`config.mk`:
```
export PLATFORM = sky130hd
export DESIGN_NAME = fetch_sequencer_flat
export DESIGN_NICKNAME = d
export VERILOG_FILES = /design/src/rtl/fetch_sequencer_pkg.sv /design/src/rtl/fetch_sequencer_if.sv /design/src/rtl/fetch_fifo.sv /design/src/rtl/fetch_sequencer.sv /design/src/flat_wrapper.sv
export SDC_FILE = /design/constraint.sdc
export NUM_CORES = 1
export LEC_CHECK = 0
export BUFFER_PORTS_ARGS = -buffer_cell sky130_fd_sc_hd__buf_2
export CAP_MARGIN = 20
export CORE_ASPECT_RATIO = 0.7
export CORE_UTILIZATION = 35
export DETAILED_ROUTE_END_ITERATION = 8
export SYNTH_ARGS = -nofsm -noshare
export SYNTH_HDL_FRONTEND = slang
export SYNTH_SLANG_ARGS = --single-unit
```
`constraint.sdc`:
```
create_clock -name clk -period 3.6 [get_ports clk]
set_input_delay 0 -clock clk [delete_from_list [all_inputs] [get_ports clk]]
set_output_delay 0 -clock clk [all_outputs]
set_load 0.005 [all_outputs]
```
`src/rtl/fetch_sequencer_pkg.sv`:
```
// Shared parameters for the instruction fetch path.
//   INSTRUCTION_WIDTH : instruction word width
//   FETCH_ADDR_WIDTH  : default instruction address width
//   fetch_state_t     : sequencer FSM encoding (IDLE=0, REQ=1, DISCARD=2)
//   count_width()     : width of an occupancy counter for a given depth
package fetch_sequencer_pkg;

    localparam int INSTRUCTION_WIDTH = 26;
    localparam int FETCH_ADDR_WIDTH  = 8;

    typedef enum logic [1:0] {
        IDLE    = 2'd0,
        REQ     = 2'd1,
        DISCARD = 2'd2
    } fetch_state_t;

    // Holds 0..depth inclusive.
    function automatic int count_width(input int depth);
        return $clog2(depth) + 1;
    endfunction

endpackage

```
`src/rtl/fetch_sequencer_if.sv`:
```
// Fetch sequencer bus: memory req/ack side, control valid/ready side,
// redirect/halt controls and buffer occupancy.
//   master : the sequencer
//   slave  : instruction memory plus control unit
interface fetch_sequencer_if
    import fetch_sequencer_pkg::*;
#(
    parameter int ADDR_WIDTH = FETCH_ADDR_WIDTH,
    parameter int DEPTH      = 2
);
    localparam int CW = count_width(DEPTH);

    logic                         mem_req;
    logic [ADDR_WIDTH-1:0]        mem_addr;
    logic                         mem_ack;
    logic [INSTRUCTION_WIDTH-1:0] mem_data;
    logic [INSTRUCTION_WIDTH-1:0] instr;
    logic [ADDR_WIDTH-1:0]        instr_pc;
    logic                         instr_valid;
    logic                         instr_ready;
    logic                         redirect;
    logic [ADDR_WIDTH-1:0]        redirect_pc;
    logic                         halt;
    logic [CW-1:0]                buf_count;

    modport master (
        output mem_req, mem_addr, instr, instr_pc, instr_valid, buf_count,
        input  mem_ack, mem_data, instr_ready, redirect, redirect_pc, halt
    );

    modport slave (
        input  mem_req, mem_addr, instr, instr_pc, instr_valid, buf_count,
        output mem_ack, mem_data, instr_ready, redirect, redirect_pc, halt
    );

endinterface

```
`src/rtl/fetch_fifo.sv`:
```
// Prefetch buffer: DEPTH-entry circular buffer of {instr, pc}.
//   clk, reset : clock, synchronous active-high reset
//   push/wdata : append an entry
//   pop        : drop the head entry (caller guarantees non-empty)
//   flush      : empty the buffer; overrides push and pop
//   rdata      : head entry, all-zero while empty
//   count      : occupancy 0..DEPTH
module fetch_fifo
    import fetch_sequencer_pkg::*;
#(
    parameter int DEPTH = 2,
    parameter int WIDTH = 34
) (
    input  logic                          clk,
    input  logic                          reset,
    input  logic                          push,
    input  logic                          pop,
    input  logic                          flush,
    input  logic [WIDTH-1:0]              wdata,
    output logic [WIDTH-1:0]              rdata,
    output logic [count_width(DEPTH)-1:0] count
);
    localparam int PW = $clog2(DEPTH);
    localparam int CW = count_width(DEPTH);

    logic [WIDTH-1:0] slots [DEPTH];
    logic [PW-1:0]    rd_ptr;
    logic [PW-1:0]    wr_ptr;

    // DEPTH is a power of two, so pointers wrap by plain overflow.
    always_ff @(posedge clk) begin
        if (reset || flush) begin
            rd_ptr <= '0;
            wr_ptr <= '0;
            count  <= '0;
        end else begin
            if (push) wr_ptr <= wr_ptr + PW'(1);
            if (pop)  rd_ptr <= rd_ptr + PW'(1);
            count <= count + CW'(push) - CW'(pop);
        end
    end

    always_ff @(posedge clk) begin
        if (push && !flush && !reset) slots[wr_ptr] <= wdata;
    end

    // Storage is not reset; gating on count gives zero outputs when empty.
    assign rdata = (count != '0) ? slots[rd_ptr] : '0;

endmodule

```
`src/rtl/fetch_sequencer.sv`:
```
// Instruction fetch sequencer. Owns the PC, issues one read at a time over
// a req/ack handshake, buffers returned words in fetch_fifo and presents
// them to control over valid/ready. Redirects flush the buffer and turn an
// in-flight fetch into a discarded one.
//   clk, reset : clock, synchronous active-high reset
//   bus        : fetch_sequencer_if.master (memory, control, redirect, halt)
module fetch_sequencer
    import fetch_sequencer_pkg::*;
#(
    parameter int                    ADDR_WIDTH = FETCH_ADDR_WIDTH,
    parameter int                    DEPTH      = 2,
    parameter logic [ADDR_WIDTH-1:0] RESET_PC   = '0
) (
    input  logic              clk,
    input  logic              reset,
    fetch_sequencer_if.master bus
);
    localparam int CW = count_width(DEPTH);
    localparam int EW = INSTRUCTION_WIDTH + ADDR_WIDTH;

    fetch_state_t          state;
    logic [ADDR_WIDTH-1:0] pc;
    logic [CW-1:0]         count;
    logic [EW-1:0]         head;
    logic                  push;
    logic                  pop;
    logic                  issue_ok;
    logic [CW:0]           count_next;
    logic [ADDR_WIDTH-1:0] pc_tgt;
    logic [ADDR_WIDTH-1:0] pc_ack;

    // Redirect outranks pop: the head shown in a redirect cycle is not taken.
    assign pop  = bus.instr_valid && bus.instr_ready && !bus.redirect;
    assign push = (state == REQ) && bus.mem_ack && !bus.redirect;

    // Occupancy after this edge; a redirect empties the buffer.
    assign count_next = bus.redirect ? '0
                      : {1'b0, count} + (CW+1)'(push) - (CW+1)'(pop);

    // Only issue when a slot is reserved for the returning word.
    assign issue_ok = (count_next < (CW+1)'(DEPTH)) && !bus.halt;

    // Latest redirect wins; otherwise keep pc (IDLE/DISCARD) or step it (ack).
    assign pc_tgt = bus.redirect ? bus.redirect_pc : pc;
    assign pc_ack = bus.redirect ? bus.redirect_pc : pc + ADDR_WIDTH'(1);

    fetch_fifo #(
        .DEPTH (DEPTH),
        .WIDTH (EW)
    ) u_fifo (
        .clk   (clk),
        .reset (reset),
        .push  (push),
        .pop   (pop),
        .flush (bus.redirect),
        .wdata ({bus.mem_data, bus.mem_addr}),
        .rdata (head),
        .count (count)
    );

    assign bus.instr       = head[EW-1:ADDR_WIDTH];
    assign bus.instr_pc    = head[ADDR_WIDTH-1:0];
    assign bus.instr_valid = (count != '0);
    assign bus.buf_count   = count;

    always_ff @(posedge clk) begin
        if (reset) begin
            state        <= IDLE;
            pc           <= RESET_PC;
            bus.mem_req  <= 1'b0;
            bus.mem_addr <= RESET_PC;
        end else begin
            case (state)
                IDLE: begin
                    pc <= pc_tgt;
                    if (issue_ok) begin
                        state        <= REQ;
                        bus.mem_req  <= 1'b1;
                        bus.mem_addr <= pc_tgt;
                    end
                end
                REQ: begin
                    if (bus.mem_ack) begin
                        pc <= pc_ack;
                        if (issue_ok) begin
                            bus.mem_addr <= pc_ack;
                        end else begin
                            state       <= IDLE;
                            bus.mem_req <= 1'b0;
                        end
                    end else if (bus.redirect) begin
                        // Address stays on the bus until the old fetch acks.
                        state <= DISCARD;
                        pc    <= bus.redirect_pc;
                    end
                end
                DISCARD: begin
                    pc <= pc_tgt;
                    if (bus.mem_ack) begin
                        if (issue_ok) begin
                            state        <= REQ;
                            bus.mem_addr <= pc_tgt;
                        end else begin
                            state       <= IDLE;
                            bus.mem_req <= 1'b0;
                        end
                    end
                end
                default: begin
                    state       <= IDLE;
                    bus.mem_req <= 1'b0;
                end
            endcase
        end
    end

endmodule

```
`src/flat_wrapper.sv`:
```
// flat-port wrapper written by rule: the top's interface ports become plain ports
module fetch_sequencer_flat import fetch_sequencer_pkg::*;
#(
    parameter int                    ADDR_WIDTH = FETCH_ADDR_WIDTH,
    parameter int                    DEPTH      = 2,
    parameter logic [ADDR_WIDTH-1:0] RESET_PC   = '0
)
  (clk, reset, bus_mem_req, bus_mem_addr, bus_instr, bus_instr_pc, bus_instr_valid, bus_buf_count, bus_mem_ack, bus_mem_data, bus_instr_ready, bus_redirect, bus_redirect_pc, bus_halt);
  fetch_sequencer_if #(.ADDR_WIDTH(ADDR_WIDTH), .DEPTH(DEPTH)) bus_i ();
  input  logic clk;
  input  logic reset;
  output wire logic [$bits(bus_i.mem_req)-1:0] bus_mem_req;
  output wire logic [$bits(bus_i.mem_addr)-1:0] bus_mem_addr;
  output wire logic [$bits(bus_i.instr)-1:0] bus_instr;
  output wire logic [$bits(bus_i.instr_pc)-1:0] bus_instr_pc;
  output wire logic [$bits(bus_i.instr_valid)-1:0] bus_instr_valid;
  output wire logic [$bits(bus_i.buf_count)-1:0] bus_buf_count;
  input wire logic [$bits(bus_i.mem_ack)-1:0] bus_mem_ack;
  input wire logic [$bits(bus_i.mem_data)-1:0] bus_mem_data;
  input wire logic [$bits(bus_i.instr_ready)-1:0] bus_instr_ready;
  input wire logic [$bits(bus_i.redirect)-1:0] bus_redirect;
  input wire logic [$bits(bus_i.redirect_pc)-1:0] bus_redirect_pc;
  input wire logic [$bits(bus_i.halt)-1:0] bus_halt;
  assign bus_mem_req = bus_i.mem_req;
  assign bus_mem_addr = bus_i.mem_addr;
  assign bus_instr = bus_i.instr;
  assign bus_instr_pc = bus_i.instr_pc;
  assign bus_instr_valid = bus_i.instr_valid;
  assign bus_buf_count = bus_i.buf_count;
  assign bus_i.mem_ack = bus_mem_ack;
  assign bus_i.mem_data = bus_mem_data;
  assign bus_i.instr_ready = bus_instr_ready;
  assign bus_i.redirect = bus_redirect;
  assign bus_i.redirect_pc = bus_redirect_pc;
  assign bus_i.halt = bus_halt;
  fetch_sequencer #(.ADDR_WIDTH(ADDR_WIDTH), .DEPTH(DEPTH), .RESET_PC(RESET_PC)) u_core (.clk(clk), .reset(reset), .bus(bus_i));
endmodule
```
==> results of run 1 <==
-- layout make-up --
type,instances,area [um2],share of cell area [%]
multi-input combinational,209,1460,27.5
inverter,11,41.3,0.778
clock buffer,9,225,4.25
clock inverter,7,81.3,1.53
sequential,92,2520,47.6
tap,153,191,3.61
timing repair buffer,121,786,14.8
-- power breakdown --
| part | leakage, nW | internal [W] | switching (W) |
|---|---|---|---|
| combinational | 1.05 | 0.000184 | 0.000242 |
| clock | 0.141 | 0.000547 | 0.000407 |
| sequential | 0.814 | 0.00120 | 0.0000548 |
-- metal layers --
layer	GRT usage, %	vias up	part of all wire (%)
met5	0	-	0
met4	4.07	0	0.73
met3	4.82	6	5.7
met2	24.1	98	44
met1	21.3	1407	50
li1	-	1457	-
-- worst min path at each step --
| stage | from | endpoint | slack, ns | cells after the start |
|---|---|---|---|---|
| floorplan | bus_mem_data[2] | u_core.u_fifo.slots[0][10] | 0.1 | 0 |
| global placement | bus_mem_data[16] | u_core.u_fifo.slots[1][24] | 0.19 | 1 |
| detailed placement | bus_mem_data[16] | u_core.u_fifo.slots[0][24] | 0.19 | 1 |
| CTS | reset | u_core.pc[0] | 0.005 | 2 |
| global route | reset | u_core.pc[0] | 0.04 | 2 |
| finish | reset | u_core.pc[0] | 0.02 | 2 |
-- cell families after synthesis --
logic type | count (synthesis) | share of synthesized area [%]
buf+inv | 31 | 3.36
flops | 92 | 61.5
fa+ha+maj | 8 | 2.63
xor+xnor | 8 | 1.71
compound gates | 54 | 9.83
simple gates | 101 | 11.6
mux | 38 | 9.31
-- sequential cells by signal, indices dropped and copies added, names as in the netlist, named ones only --
signal and flops:
u_core.u_fifo.slots 68, u_core.bus.mem_addr 8, u_core.pc 8, u_core.state 2, u_core.u_fifo.count 2, u_core.bus.mem_req 1, u_core.u_fifo.rd_ptr 1, u_core.u_fifo.wr_ptr 1
-- cells in the mapped netlist (5+ instances only) --
cell type | count | area, um2
edfxtp_1 | 68 | 2040
nor2_1 | 57 | 214
mux2i_1 | 37 | 370
dfxtp_1 | 24 | 480
a21oi_1 | 11 | 55.1
inv_1 | 11 | 41.3
clkbuf_1 | 9 | 33.8
nand2_1 | 9 | 33.8
buf_2 | 8 | 40.0
nand3_1 | 8 | 40.0
ha_1 | 7 | 87.6
nand4_1 | 7 | 43.8
o211ai_1 | 7 | 52.6
o21ai_0 | 5 | 25.0
xnor2_1 | 5 | 43.8
-- timing repair --
item | in CTS | in global routing
hold buffers | 28 | 0
setup endpoints to repair | 0 | 0
buffers inserted | 0 | 0
hold endpoints to repair | 55 | 0
-- through the flow --
stage | setup WS [ns] | instance area, um2
2_1_floorplan | 0.0109 | 4100
3_5_place_dp | 0.665 | 4690
4_1_cts | 0.645 | 5280
6_report | 0.645 | 5310
5_1_grt | 0.465 | 5310
3_3_place_gp | 0.774 | 4690
==> results.py, run 1 <==
metrics = {
    "outcome": {
        "status": "complete, no violations",
    },
    "job": {
        "maxCapViolations": 0,
    },
    "worst_setup_path": {
        "cpLargestDelayFamily": "adder cells",
        "reg2reg_to": "u_core.bus.mem_req",
        "cp.arrival_ns": 3.18,
        "crit_end": "u_core.bus.mem_req",
        "crit_chain": "inv_1, ha_1, nand3_1, ha_1, inv_1, ha_1, fa_1, xnor2_1, o31a_1, a21boi_0, o221a_2",
        "r2r_cells": 11,
        "required_ns": 3.83,
        "path_class": "flip-flop to flip-flop",
        "slowest_stage": "o31a_1",
        "regToRegStartpoint": "u_core.state[1]",
        "r2r_slack_ns": 0.65,
        "cp_num_cells": 11,
        "max_stage_delay_ns": 0.52,
        "crit_start": "u_core.state[1]",
        "crit_top_cell": "ha_1",
        "endpoint_kind": "flip-flop",
        "cp_max_fo": 15,
        "path_buf_inv": 2,
        "cp-start-kind": "flip-flop",
    },
    "power": {
        "p_per_area_mw_per_mm2": 497,
        "leakage_nw": 2.01,
        "peakVddDrop_mv": 0.251,
        "power_w": 0.00264,
    },
    "sta": {
        "hold-worst-slack_ns": 0.0170,
        "relSlewSlack_pct": 51.0,
        "finalSetupViolCount": 0,
        "fmaxAchievable_mhz": 338,
        "fin_setup_tns_ns": 0,
        "fin_worst_skew_ns": 0.00380,
        "rsz0062_at_grt": "false",
        "worst_pin_slew_ns": 0.715,
        "hold_violations": 0,
        "slew_viol_final": 0,
        "period_minus_slack_ns": 2.95,
        "period_share_pct": 82.1,
    },
    "placement": {
        "io_buffers": 85,
        "dp_cells": 557,
        "finalWeightedCongestion": 0.787,
        "hpwlAfterDp_um": 6060,
    },
    "synth": {
        "synth_cell_types": 50,
        "syn_inst": 332,
        "yosysSeqAreaShare_pct": 61.5,
        "synth_seq_cells": 92,
        "ys_async_sr_fraction_pct": 0,
        "synth_nets": 380,
        "synth_edf_count": 68,
        "syn_avg_cell_area_um2": 12.3,
        "ys.flop_type": "edfxtp_1",
        "yosys_warnings": 0,
        "netlist_area_mm2": 0.00410,
    },
    "layout": {
        "final_core_util_pct": 47.3,
        "final_common_cell": "buf_2",
        "areaGrowthSynthToFinish_pct": 29.4,
        "layout_common_cells": "buf_2, edfxtp_1, nor2_1, mux2i_1, dlygate4sd3_1",
        "fillCellCount": 1059,
        "drive_above_1_share_pct": 27.2,
        "fin_nets": 492,
        "antenna_cells": 0,
        "fin_cells": 602,
    },
    "clock_network": {
        "cts-root-buf": "clkbuf_16",
        "cts-buffers-inserted": 9,
        "htree_levels": 3,
        "clk_pin_slew_ns": 0.07,
        "clkSinkCount": 92,
        "clock_path_buffers": 2,
        "cts_resized": 0,
        "clock_latency_ns": 0.34,
        "cts_tree": "done",
    },
    "routing": {
        "drtIter0Drc": 143,
        "ant_nets": 0,
        "avgRoutedWirePerCell_um": 14.9,
        "first_pass_iters": 4,
        "viasPerCell": 4.93,
        "drc": 0,
        "wl_um": 8960,
        "vias": 2968,
    },
    "floorplanning": {
        "die_area_mm2": 0.0122,
        "row_count": 32,
        "core_area_mm2": 0.0112,
        "ios": 86,
        "fp.dieH_um": 92.5,
        "die_w_um": 131,
        "initial_core_util_pct": 36.6,
    },
    "min_path": {
        "min_path_type": "primary input to flip-flop",
    },
    "grt": {
        "grt_pass1_vias": 2828,
        "grt_max_degree": 35,
        "grt.overflow.total": 0,
        "grt_pass1_wl_um": 14500,
        "track_usage_pct": 15.6,
        "antenna_found_initial": 0,
    },
}
Power figures use the tool's default switching activity.
==> inputs of run 2 (changes only) <==
--- a/config.mk
+++ b/config.mk
@@ -5,6 +5,7 @@
 export SDC_FILE = /design/constraint.sdc
 export NUM_CORES = 1
 export LEC_CHECK = 0
+export ABC_AREA = 1
 export BUFFER_PORTS_ARGS = -buffer_cell sky130_fd_sc_hd__buf_2
 export CAP_MARGIN = 20
 export CORE_ASPECT_RATIO = 0.7
==> constraint.sdc (replaced) <==
create_clock -name clk -period 2.8 [get_ports clk]
set_input_delay 0 -clock clk [delete_from_list [all_inputs] [get_ports clk]]
set_output_delay 0 -clock clk [all_outputs]
set_load 0.005 [all_outputs]
==> run 2 against run 1 <==
Compared with the run above: sequential power up 30%; cell count up 16%; critical path depth up 5; sequential share of layout area up 0.25 points; power up 33%; fmax up 18%; combinational power up 39%; area after synthesis up 0.21%; utilization down 0.27 points; wire length up 7.9%; via count up 13%; largest cell class unchanged.
==> results.py, run 2 <==
metrics = {
    "outcome": {
        "status": "complete, no violations",
    },
    "layout": {
        "fillCellCount": 1073,
        "areaGrowthSynthToFinish_pct": 28.4,
        "fin_nets": 588,
        "top_register": "u_core.u_fifo.slots",
        "final_common_cell": "nand2_1",
        "antenna_cells": 0,
        "largest_reg_flops": 68,
        "drive_above_1_share_pct": 22.4,
        "layout_common_cells": "nand2_1, buf_2, edfxtp_1, a21oi_1, nor2_1",
        "top_regs": "u_core.u_fifo.slots: 68 flops, u_core.bus.mem_addr: 8 flops, u_core.pc: 8 flops",
    },
    "sta": {
        "worst_pin_slew_ns": 0.617,
        "period_share_pct": 89.7,
        "slew_viol_final": 0,
        "fin_setup_tns_ns": 0,
        "hold_violations": 0,
        "rsz0062_at_grt": "false",
        "final.setup.worst_slack_ns": 0.289,
        "fmaxAchievable_mhz": 398,
        "period_minus_slack_ns": 2.51,
        "finalSetupViolCount": 0,
        "relSlewSlack_pct": 58.6,
        "fin_worst_skew_ns": 0.00724,
    },
    "power": {
        "p_sw_share_pct": 26.4,
        "p_per_area_mw_per_mm2": 665,
        "leakage_nw": 2.23,
        "switchingPower_w": 0.000928,
        "peakVddDrop_mv": 0.345,
        "clock_power_share_pct": 36.3,
        "pwr-share-comb_pct": 16.9,
        "p_int_w": 0.00258,
        "seq_power_share_pct": 46.7,
    },
    "min_path": {
        "min_path_type": "primary input to flip-flop",
    },
    "synth": {
        "ys.flop_type": "edfxtp_1",
        "synth_cell_types": 30,
        "synth_top_area_share_pct": 49.7,
        "syn_avg_cell_area_um2": 9.62,
        "ys_async_sr_fraction_pct": 0,
        "synth_area_leaders": "edfxtp_1, nand2_1, dfxtp_1, a21oi_1, nor2_1",
        "yosysSeqAreaShare_pct": 61.4,
        "yosys_warnings": 0,
        "netlist_area_mm2": 0.00411,
        "post-synth-top-area-cell": "edfxtp_1",
        "syn_inst": 427,
        "synth_nets": 475,
        "synth_seq_cells": 92,
        "yosysMostFrequentCell": "nand2_1",
        "ys_top_cells_by_count": "nand2_1, edfxtp_1, a21oi_1",
        "synth_edf_count": 68,
    },
    "worst_setup_path": {
        "r2r_slack_ns": 0.29,
        "required_ns": 3.03,
        "cp.arrival_ns": 2.75,
        "cp-start-kind": "flip-flop",
        "cp_max_fo": 8,
        "endpoint_kind": "flip-flop",
        "path_class": "flip-flop to flip-flop",
    },
    "routing": {
        "viasPerCell": 4.80,
        "ant_nets": 0,
        "drc": 0,
        "first_pass_iters": 5,
        "vias": 3352,
        "wl_um": 9660,
        "drtIter0Drc": 223,
        "avgRoutedWirePerCell_um": 13.8,
    },
    "grt": {
        "antenna_found_initial": 0,
        "track_usage_pct": 16.3,
        "grt_pass1_wl_um": 15400,
        "grt_pass1_vias": 3106,
        "grt_max_degree": 35,
        "grt.overflow.total": 0,
    },
    "floorplanning": {
        "initial_core_util_pct": 36.6,
        "ios": 86,
        "die_w_um": 131,
        "row_count": 32,
        "fp.dieH_um": 92.6,
        "die_area_mm2": 0.0122,
        "core_area_mm2": 0.0112,
    },
    "clock_network": {
        "clock_latency_ns": 0.33,
        "htree_levels": 3,
        "clkSinkCount": 92,
        "cts-buffers-inserted": 9,
        "cts-root-buf": "clkbuf_16",
        "postCtsSetupBuffers": 0,
        "clk_pin_slew_ns": 0.07,
        "cts_tree": "done",
        "clock_path_buffers": 2,
    },
    "placement": {
        "finalWeightedCongestion": 0.854,
        "io_buffers": 85,
        "place_ws_ns": 0.298,
        "hpwlAfterDp_um": 6360,
    },
    "job": {
        "maxCapViolations": 0,
    },
}
[run 2: changes by cell type after synthesis, moves of 5 or more]
cell     before  now
a21oi_1      11   60
inv_1        11   26
mux2i_1      37    0
nand2_1       9  131
nor2_1       57   28
o21ai_0       5   18
o21ai_1       2    7
xnor2_1       5    0
[run 2: final timing paths]
kind                                              from                     end  cells after the start
worst max register to register  u_core.u_fifo.count[1]  u_core.bus.mem_addr[7]                     16
worst min register to register            u_core.pc[7]            u_core.pc[7]                      2
worst max-delay path            u_core.u_fifo.count[1]  u_core.bus.mem_addr[7]                     16
worst min-delay path                   bus_instr_ready    u_core.u_fifo.rd_ptr                      3
[run 2: power by group through the flow]
stage | Clock, W | Sequential, W | Combinational (W)
floorplan | 0 | 0.00165 | 0.000390
global placement | 0 | 0.00167 | 0.000552
detailed placement | 0 | 0.00167 | 0.000561
CTS | 0.00132 | 0.00164 | 0.000594
global route | 0.00137 | 0.00165 | 0.000665
finish | 0.00128 | 0.00164 | 0.000594
[run 2: kinds of logic after synthesis]
logic type               Yosys count  synth area share (%)
adder cells (fa/ha/maj)            8                  2.62
flip-flops                        92                  61.4
buffers and inverters             50                  5.88
AND/OR/NAND/NOR                  185                  18.5
AO/OA/AOI/OAI                     92                  11.6
[run 2: per-stage QoR]
step | hold WS, ns | total power (W) | area, um2 | cells | util, %
global route | 0.0139 | 0.00369 | 5280 | 698 | 47.1
detailed placement | 0.191 | 0.00223 | 4690 | 655 | 41.8
finish | 0.0205 | 0.00351 | 5280 | 698 | 47.1
global placement | 0.188 | 0.00222 | 4690 | 655 | 41.8
CTS | 0.00558 | 0.00355 | 5280 | 698 | 47.1
floorplan | 0.0691 | 0.00204 | 4110 | 427 | -
[run 2: layer usage]
layer  up-vias  part of all wire (%)  routed length [um]  global-route usage (%)
met5         -                     0                   0                       0
met3         4                   4.9                 474                    4.38
met1      1585                    51                4900                    22.0
met2        91                    44                4220                    25.6
met4         0                  0.68                  66                    4.55
li1       1672                     -                   -                       -
[run 2: cell type report]
type / instances / area [um2] / area share, %
flip-flops and latches: 92 / 2520 / 47.8
multi-input cells: 285 / 1360 / 25.8
repair buffers: 120 / 756 / 14.3
clock buffers: 10 / 229 / 4.34
well taps: 153 / 191 / 3.63
inverters: 32 / 130 / 2.47
clock inverters: 6 / 87.6 / 1.66
[run 2: worst max-delay path, stage by stage, from the launching register on]
cell and delay (ns):
dfxtp_1 0.38, nor2_4 0.14, inv_2 0.04, nand2_1 0.11, nor2_1 0.06, ha_1 0.28
inv_1 0.04, ha_1 0.18, fa_1 0.46, inv_1 0.09, nand3_1 0.09, nand2_2 0.09
nand3_4 0.14, a21oi_1 0.16, nand2_1 0.07, nand2_1 0.07, inv_1 0.03
[run 2: repair_timing]
item                                   4_1_cts  5_1_grt
resized for setup                            0        0
hold buffers                                27        0
endpoints found under the hold margin       56        0
==> inputs of run 3 (changes only) <==
--- a/config.mk
+++ b/config.mk
@@ -9,8 +9,10 @@
 export BUFFER_PORTS_ARGS = -buffer_cell sky130_fd_sc_hd__buf_2
 export CAP_MARGIN = 20
 export CORE_ASPECT_RATIO = 0.7
-export CORE_UTILIZATION = 35
+export CORE_UTILIZATION = 54
 export DETAILED_ROUTE_END_ITERATION = 8
+export PLACE_DENSITY = 0.79
+export SKIP_LAST_GASP = 1
 export SYNTH_ARGS = -nofsm -noshare
 export SYNTH_HDL_FRONTEND = slang
 export SYNTH_SLANG_ARGS = --single-unit
==> run 3 against run 2 <==
Compared with the run above: clock skew is 0.0018 ns higher; largest power group unchanged; first-iteration DRC count is 12% lower; largest cell class unchanged; flip-flop and latch count stayed put; cell count is 7.7% lower.
==> results.py, run 3 (synthesized netlist as in run 2, its figures left out) <==
metrics = {
    "outcome": {
        "status": "complete, no violations",
    },
    "routing": {
        "avgRoutedWirePerCell_um": 14.5,
        "drtIter0Drc": 197,
        "ant_nets": 0,
        "vias": 3385,
        "viasPerCell": 5.26,
        "wl_um": 9370,
        "first_pass_iters": 4,
        "drc": 0,
    },
    "grt": {
        "grt_max_degree": 35,
        "grt.overflow.total": 0,
        "grt_pass1_vias": 3058,
        "antenna_found_initial": 0,
        "track_usage_pct": 24.0,
        "grt_pass1_wl_um": 14400,
    },
    "worst_setup_path": {
        "cp_max_fo": 9,
        "cp-start-kind": "flip-flop",
        "required_ns": 3.08,
        "max_stage_delay_ns": 0.46,
        "slowest_stage": "fa_1",
        "crit_chain": "inv_1, ha_1, nand3_1, ha_1, inv_1, ha_1, fa_1, inv_1, nand3_1, nand2_2, nand3_4, inv_4, o21ai_1, a21oi_1",
        "path_buf_inv": 4,
        "r2r_slack_ns": 0.26,
        "endpoint_kind": "flip-flop",
        "cpLargestDelayFamily": "adder cells",
        "path_class": "flip-flop to flip-flop",
        "cp.arrival_ns": 2.82,
    },
    "floorplanning": {
        "initial_core_util_pct": 56.1,
        "ios": 86,
        "fp.dieH_um": 75.0,
        "die_area_mm2": 0.00797,
        "die_w_um": 106,
        "row_count": 26,
        "core_area_mm2": 0.00732,
    },
    "layout": {
        "drive_above_1_share_pct": 22.3,
        "final_core_util_pct": 69.5,
        "largest_reg_flops": 68,
        "areaGrowthSynthToFinish_pct": 23.8,
        "fin_nets": 589,
        "final_common_cell": "nand2_1",
        "layout_common_cells": "nand2_1, buf_2, edfxtp_1, a21oi_1, dlygate4sd3_1",
        "fillCellCount": 588,
        "top_regs": "u_core.u_fifo.slots: 68 flops, u_core.bus.mem_addr: 8 flops, u_core.pc: 8 flops",
        "top_register": "u_core.u_fifo.slots",
        "antenna_cells": 0,
    },
    "placement": {
        "place_ws_ns": 0.289,
        "finalWeightedCongestion": 0.910,
        "io_buffers": 85,
        "hpwlAfterDp_um": 6020,
    },
    "sta": {
        "final.setup.worst_slack_ns": 0.261,
        "period_share_pct": 90.7,
        "fmaxAchievable_mhz": 394,
        "worst_pin_slew_ns": 0.598,
        "period_minus_slack_ns": 2.54,
        "hold_violations": 0,
        "relSlewSlack_pct": 60.0,
        "rsz0062_at_grt": "false",
        "fin_worst_skew_ns": 0.00899,
        "slew_viol_final": 0,
        "finalSetupViolCount": 0,
    },
    "power": {
        "leakage_nw": 2.17,
        "power_w": 0.00304,
        "peakVddDrop_mv": 0.402,
        "p_per_area_mw_per_mm2": 598,
    },
    "clock_network": {
        "cts-root-buf": "clkbuf_8",
        "clock_latency_ns": 0.36,
        "clk_pin_slew_ns": 0.09,
        "htree_levels": 3,
        "cts_tree": "done",
        "clkSinkCount": 92,
        "clock_path_buffers": 2,
        "cts-buffers-inserted": 9,
    },
    "min_path": {
        "min_path_type": "primary input to flip-flop",
    },
    "job": {
        "maxCapViolations": 0,
    },
}
==> run 3: area by class of cell <==
| class | count | area (um2) | area share (%) |
|---|---|---|---|
| Sequential cell | 92 | 2520 | 49.6 |
| Multi-Input combinational cell | 285 | 1350 | 26.6 |
| Timing Repair Buffer | 121 | 781 | 15.4 |
| Inverter | 32 | 130 | 2.56 |
| Clock buffer | 10 | 128 | 2.51 |
| Tap cell | 98 | 123 | 2.41 |
| Clock inverter | 6 | 48.8 | 0.959 |
==> run 3: layer usage <==
| layer | global-route usage, % | vias to the layer above | share of wire (%) | wire, um |
|---|---|---|---|---|
| li1 | - | 1667 | - | - |
| met1 | 31.0 | 1593 | 45 | 4210 |
| met2 | 41.2 | 116 | 49 | 4600 |
| met3 | 7.19 | 9 | 5.1 | 477 |
| met4 | 4.63 | 0 | 0.76 | 71 |
| met5 | 0 | - | 0 | 0 |
==> run 3: worst min-delay path, cell delays in order <==
cell and delay (ns):
buf_2 0.09, nand2_1 0.05, nand2_1 0.07, o21ai_0 0.07
a21oi_1 0.11
==> run 3: per-stage QoR <==
stage | setup TNS [ns] | instances | hold slack (ns) | area, um2
detailed placement | 0 | 598 | 0.191 | 4600
floorplan | -56.01 | 427 | 0.0691 | 4110
CTS | 0 | 643 | 0.0370 | 5070
global placement | 0 | 598 | 0.188 | 4600
finish | 0 | 644 | 0.0504 | 5090
global route | 0 | 644 | 0.0936 | 5090
==> run 3: path summary, 6_finish.rpt <==
kind,startpoint,endpoint,depth (start not counted)
setup reg to reg,u_core.state[1],u_core.bus.mem_addr[2],14
hold reg to reg,u_core.pc[7],u_core.pc[7],2
setup / recovery,u_core.state[1],u_core.bus.mem_addr[2],14
hold / removal,bus_redirect_pc[0],u_core.pc[0],5
==> run 3: what timing repair did <==
item,in CTS,in global routing
gates resized for setup,0,0
endpoints found under the hold margin,59,0
hold buffers,29,0
buffers inserted,0,0
==> run 3: report_power, final <==
group	switching [W]	total, W	internal [W]
sequential	0.0000772	0.00164	0.00156
combinational	0.000363	0.000597	0.000234
clock	0.000470	0.000800	0.000330
